[config.mk]
export PLATFORM = sky130hd
export DESIGN_NAME = hazard_forward_unit
export DESIGN_NICKNAME = d
export VERILOG_FILES = /design/src/rtl/hazard_forward_unit_pkg.sv /design/src/rtl/hazard_forward_unit_fwd_select.sv /design/src/rtl/hazard_forward_unit.sv
export SDC_FILE = /design/constraint.sdc
export NUM_CORES = 1
export LEC_CHECK = 0
export CAP_MARGIN = 30
export CORE_UTILIZATION = 39
export CTS_CLUSTER_DIAMETER = 60
export DETAILED_ROUTE_END_ITERATION = 10
export PLACE_DENSITY = 0.77
export SLEW_MARGIN = 20
export SYNTH_ARGS = -nofsm -noshare
export SYNTH_HDL_FRONTEND = slang
export SYNTH_HIERARCHICAL = 1
export SYNTH_SLANG_ARGS = --single-unit
[constraint.sdc]
create_clock -name clk -period 1.88 [get_ports clk]
set_input_delay 0.47 -clock clk [delete_from_list [all_inputs] [get_ports clk]]
set_output_delay 0.47 -clock clk [all_outputs]
set_load 0.05 [all_outputs]
[src/rtl/hazard_forward_unit_pkg.sv]
// hazard_forward_unit_pkg: forwarding select codes, hazard FSM states and shared constants
package hazard_forward_unit_pkg;
    localparam logic [1:0] FWD_RF    = 2'b00;
    localparam logic [1:0] FWD_EXMEM = 2'b01;
    localparam logic [1:0] FWD_MEMWB = 2'b10;
    localparam int REG_ZERO = 0;
    typedef enum logic {IDLE, HOLD} state_t;
endpackage

[src/rtl/hazard_forward_unit_fwd_select.sv]
// hazard_forward_unit_fwd_select: single-operand forwarding priority, newest producer wins
module hazard_forward_unit_fwd_select
    import hazard_forward_unit_pkg::*;
#(
    parameter int REG_W = 5
) (
    input  logic [REG_W-1:0] src,
    input  logic [REG_W-1:0] mem_dest,
    input  logic             mem_reg_write,
    input  logic             mem_mem_read,
    input  logic [REG_W-1:0] wb_dest,
    input  logic             wb_reg_write,
    output logic [1:0]       sel
);
    // r0 never forwards; a load in MEM has no data yet so only WB can supply it
    always_comb
        sel = (src == REG_W'(REG_ZERO)) ? FWD_RF :
              (mem_reg_write && !mem_mem_read && mem_dest == src) ? FWD_EXMEM :
              (wb_reg_write && wb_dest == src) ? FWD_MEMWB : FWD_RF;
endmodule

[src/rtl/hazard_forward_unit.sv]
// hazard_forward_unit: EX operand forwarding plus load-use bubbles, memory freeze and stall accounting
module hazard_forward_unit
    import hazard_forward_unit_pkg::*;
#(
    parameter int NUM_SRC    = 2,
    parameter int REG_W      = 5,
    parameter int LU_PENALTY = 1,
    parameter int TIMEOUT    = 64,
    parameter int CNT_W      = 16
) (
    input  logic                     clk,
    input  logic                     rst_n,
    input  logic [NUM_SRC*REG_W-1:0] id_src,
    input  logic [NUM_SRC-1:0]       id_src_valid,
    input  logic [NUM_SRC*REG_W-1:0] ex_src,
    input  logic [REG_W-1:0]         ex_dest,
    input  logic                     ex_reg_write,
    input  logic                     ex_mem_read,
    input  logic [REG_W-1:0]         mem_dest,
    input  logic                     mem_reg_write,
    input  logic                     mem_mem_read,
    input  logic                     mem_ready,
    input  logic [REG_W-1:0]         wb_dest,
    input  logic                     wb_reg_write,
    output logic [NUM_SRC*2-1:0]     fwd_sel,
    output logic                     stall,
    output logic                     bubble,
    output logic                     freeze,
    output logic                     mem_timeout,
    output logic [CNT_W-1:0]         stall_cycles
);
    localparam int FW = $clog2(TIMEOUT + 1);

    state_t        state, state_n;
    logic [1:0]    hold_cnt, hold_n;
    logic [FW-1:0] frz_cnt;
    logic          frz_raw, lu, lu_hit, fsm_stall, fsm_bubble;

    for (genvar i = 0; i < NUM_SRC; i++) begin : g_fwd
        hazard_forward_unit_fwd_select #(.REG_W(REG_W)) u_sel (
            .src          (ex_src[i*REG_W +: REG_W]),
            .mem_dest     (mem_dest),
            .mem_reg_write(mem_reg_write),
            .mem_mem_read (mem_mem_read),
            .wb_dest      (wb_dest),
            .wb_reg_write (wb_reg_write),
            .sel          (fwd_sel[i*2 +: 2])
        );
    end

    assign frz_raw = mem_mem_read && !mem_ready;
    assign freeze  = rst_n && frz_raw;
    assign stall   = rst_n && (frz_raw || fsm_stall);
    assign bubble  = rst_n && fsm_bubble;

    // load-use: any valid ID operand reads the destination of a load sitting in EX
    always_comb begin
        lu_hit = 1'b0;
        for (int i = 0; i < NUM_SRC; i++)
            lu_hit |= id_src_valid[i] && (id_src[i*REG_W +: REG_W] == ex_dest);
        lu = ex_mem_read && ex_reg_write && (ex_dest != REG_W'(REG_ZERO)) && lu_hit;
    end

    // bubble sequencer; a freeze holds state and suppresses bubbles
    always_comb begin
        state_n    = state;
        hold_n     = hold_cnt;
        fsm_stall  = 1'b0;
        fsm_bubble = 1'b0;
        if (!frz_raw && (state == HOLD || lu)) begin
            fsm_stall  = 1'b1;
            fsm_bubble = 1'b1;
            if (state == HOLD) begin
                hold_n  = hold_cnt - 2'd1;
                state_n = (hold_cnt == 2'd1) ? IDLE : HOLD;
            end else if (LU_PENALTY > 1) begin
                hold_n  = 2'(LU_PENALTY - 1);
                state_n = HOLD;
            end
        end
    end

    // state, saturating freeze timer with sticky timeout, saturating stall counter
    always_ff @(posedge clk or negedge rst_n) begin
        if (!rst_n) begin
            state        <= IDLE;
            hold_cnt     <= '0;
            frz_cnt      <= '0;
            mem_timeout  <= 1'b0;
            stall_cycles <= '0;
        end else begin
            state        <= state_n;
            hold_cnt     <= hold_n;
            frz_cnt      <= !frz_raw ? '0 : (frz_cnt < FW'(TIMEOUT)) ? frz_cnt + 1'b1 : frz_cnt;
            mem_timeout  <= mem_timeout || (frz_raw && frz_cnt >= FW'(TIMEOUT - 1));
            stall_cycles <= (stall && !(&stall_cycles)) ? stall_cycles + 1'b1 : stall_cycles;
        end
    end
endmodule

==> flow_metrics.env <==
export IMPL_status="complete, but fails checks"
export IMPL_violations="setup timing"
export IMPL_crit_chain="buf_6 > or3_4 > o311a_4 > a211oi_4 > nor2_4 > buf_12"
export IMPL_die_height_um=67.47
export IMPL_yosysSeqAreaShare_pct=40.42
export IMPL_vdd_drop_max_uv=927.1
export IMPL_pin_count=69
export IMPL_finalNetCount=334
export IMPL_ys_seq_elements=27
export IMPL_io_buffers=68
export IMPL_vias=1717
export IMPL_area_growth_pct=84.43
export IMPL_hold_viol_final=0
export IMPL_setup_ws_ns=-0.3846
export IMPL_finalSetupViolCount=22
export IMPL_critPathLaunchType="input pin"
export IMPL_maxSlewViolCount=0
export IMPL_antenna_found_initial=0
export IMPL_routed_top_layer="met4"
export IMPL_synth_area_per_cell_um2=9.775
export IMPL_dieArea_um2=4552
export IMPL_post_route_util_pct=75.98
export IMPL_worst_slew_pin_slew_ns=0.3551
export IMPL_synth_enable_flop_cells=0
export IMPL_ys_types=39
export IMPL_clkTransAtPathRegs_ns=0.08
export IMPL_fin_crit_sh_pct=120.5
export IMPL_dpl_hpwl_um=3696
export IMPL_fmax_mhz=441.6
export IMPL_grt_overflow=0
export IMPL_critPathMaxFanout=2
export IMPL_drt_wl_total_um=5080
export IMPL_h_tree_depth=1
export IMPL_grt_max_degree=15
export IMPL_cts_tree="yes"
export IMPL_cts_buffer_depth=2
export IMPL_worstPathArrival_ns=1.79
export IMPL_die_w_um=67.47
export IMPL_pre_cts_ws_ns=-0.9089
export IMPL_drc=0
export IMPL_synth_compound_area_share_pct=4.940
export IMPL_synth_cell_area_um2=1672
export IMPL_yosysWarnings=6
export IMPL_synth_area_top_cells="dfrtp_1 40%, xnor2_1 16%, xor2_1 10%"
export IMPL_cts_sinks=27
export IMPL_synthAdderAreaFrac_pct=2.246
export IMPL_num_rows=23
export IMPL_drt_met1_wl_um=2049
export IMPL_power_density_nw_per_um2=580.6
export IMPL_synthSimpleGateAreaFrac_pct=24.25
export IMPL_critPathKind="input pin to output port"
export IMPL_cts_buffers=3
export IMPL_synth_xor_area_share_pct=26.20
export IMPL_num_antenna_cells=0
export IMPL_rsz0062_at_grt="true"
export IMPL_grt_pass1_vias=1693
export IMPL_gp_congestion=0.7619
export IMPL_synth_flop_cell="dfrtp_1"
export IMPL_core_um2=4058
export IMPL_wl_met3_um=421
export IMPL_initial_core_util_pct=41.20
export IMPL_power_mw=1.790
export IMPL_synth_top_area_share_pct=40.42
export IMPL_first_pass_iters=4
export IMPL_end_kind="output port"
export IMPL_holdWs_ns=0.3418
export IMPL_ant_nets=0
export IMPL_synth_nets=219
export IMPL_synth_top_family_by_area="XOR/XNOR gates"
export IMPL_critPathSlowestCell="or3_4"
export IMPL_synth_top_area_cell="dfrtp_1"
export IMPL_viasPerCell=5.125
export IMPL_grt_total_usage_pct=21.95
export IMPL_synth_mux_area_share_pct=1.272
export IMPL_drt_iter0_drc=27
export IMPL_route_met2_wl_um=2555
export IMPL_grt_pass1_wl_um=7383
export IMPL_min_path_type="input pin to asynchronous set/reset pin"
export IMPL_critical_path_max_stage_delay_ns=0.38
export IMPL_clockRootBuffer="clkbuf_8"
export IMPL_layout_drive_gt1_share_pct=49.12
export IMPL_fin_skew_ns=0.005825
export IMPL_cellLeakagePower_nw=1.437
export IMPL_avgRoutedWirePerCell_um=15.16
export IMPL_clock_latency_ns=0.27
export IMPL_drv_cap=0
export IMPL_crit_required_ns=1.41
export IMPL_slew_headroom_pct=76.07
export IMPL_async_flop_share_pct=100.0
export IMPL_synth_cells=171
export IMPL_fin_crit_ns=2.265
worst max-delay path: cells and delay by family:
| family | cells | cell delay (ns) |
|---|---|---|
| simple gates | 2 | 0.45 |
| compound gates | 2 | 0.63 |
| buf+inv | 2 | 0.24 |
Yosys cell counts (2+ instances only):
cell type,count
xnor2_1,31
dfrtp_1,27
xor2_1,19
nor2_1,16
nand2_1,15
nand3_1,8
nand4_1,5
or3_1,4
a21oi_1,3
and4_1,3
ha_1,3
nor3_1,3
nor4_1,3
inv_1,2
nand4b_1,2
nor4b_1,2
o21ai_0,2
or4_1,2
cells in the final DEF, fill, tap and decap left out, types with 3 or more instances in the layout:
cell type,count
nand2_1,10
clkdlybuf4s50_1,6
nand4_1,5
nor2_4,5
or3_4,3
nand2_2,3
nand3_1,8
xnor2_1,24
xnor2_2,7
buf_2,9
clkbuf_8,3
dfrtp_2,8
clkdlybuf4s15_1,7
buf_6,24
buf_4,46
clkbuf_2,3
xor2_1,19
dfrtp_1,19
and4_1,3
buf_12,3
dlygate4sd2_1,11
nor2_1,9
flip-flops by register name (all words and copies together), names as in the netlist:
| signal | count |
|---|---|
| frz_cnt | 7 |
| hold_cnt | 2 |
| mem_timeout | 1 |
| stall_cycles | 16 |
| state | 1 |
logic make-up after synthesis:
family / Yosys count
adders and majority gates: 3
xor gates and xnor gates: 50
AOI/OAI and AO/OA: 12
DFF: 27
buffers and inverters: 3
muxes: 2
and+or+nand+nor: 74
routing by layer:
| metal | up-vias | GRT usage, % |
|---|---|---|
| met5 | - | 0 |
| met4 | 0 | 7.181 |
| met3 | 6 | 4.561 |
| met2 | 59 | 39.60 |
| met1 | 825 | 25.51 |
| li1 | 827 | - |
timing repair:
item | CTS | global route
pin swaps | 36 | 30
buffers inserted | 9 | 9
setup endpoints to repair | 23 | 23
resized for setup | 131 | 42
hold buffers | 0 | 0
where the power goes:
group | internal, mW | switching (mW) | total, mW
Combinational | 0.353 | 0.408 | 0.761
Clock | 0.152 | 0.170 | 0.322
Sequential | 0.636 | 0.0709 | 0.707
final timing paths:
| path | start | end | slack (ns) | depth (start not counted) |
|---|---|---|---|---|
| worst max-delay path | ex_dest[0] | stall | -0.38 | 6 |
| worst min-delay path | rst_n | frz_cnt[3] | 0.34 | 2 |
| worst max register to register | stall_cycles[0] | stall_cycles[7] | -0.14 | 7 |
| worst min register to register | stall_cycles[6] | stall_cycles[6] | 0.48 | 1 |
| max in group asynchronous | rst_n | stall_cycles[8] | 1.25 | 3 |
| min in group clk | stall_cycles[6] | stall_cycles[6] | 0.48 | 1 |
stage by stage:
stage                     cell area (um^2)  cells  TNS, ns
final                                 3083    335   -3.607
after global routing                  3083    335   -4.898
after CTS                             2927    330   -4.425
after detailed placement              2720    318   -14.54
after global placement                2720    318   -14.12
after floorplan                       1778    171  -0.8841
layout make-up:
| cell class | instances | area, um^2 |
|---|---|---|
| multi-input combinational | 141 | 1290 |
| timing repair buffer | 111 | 992.2 |
| fill | 280 | 974.7 |
| sequential | 27 | 685.7 |
| tap | 50 | 62.56 |
| clock buffer | 4 | 45.04 |
| inverter | 2 | 7.507 |
Note: power is estimated with default switching activity, not from simulation.
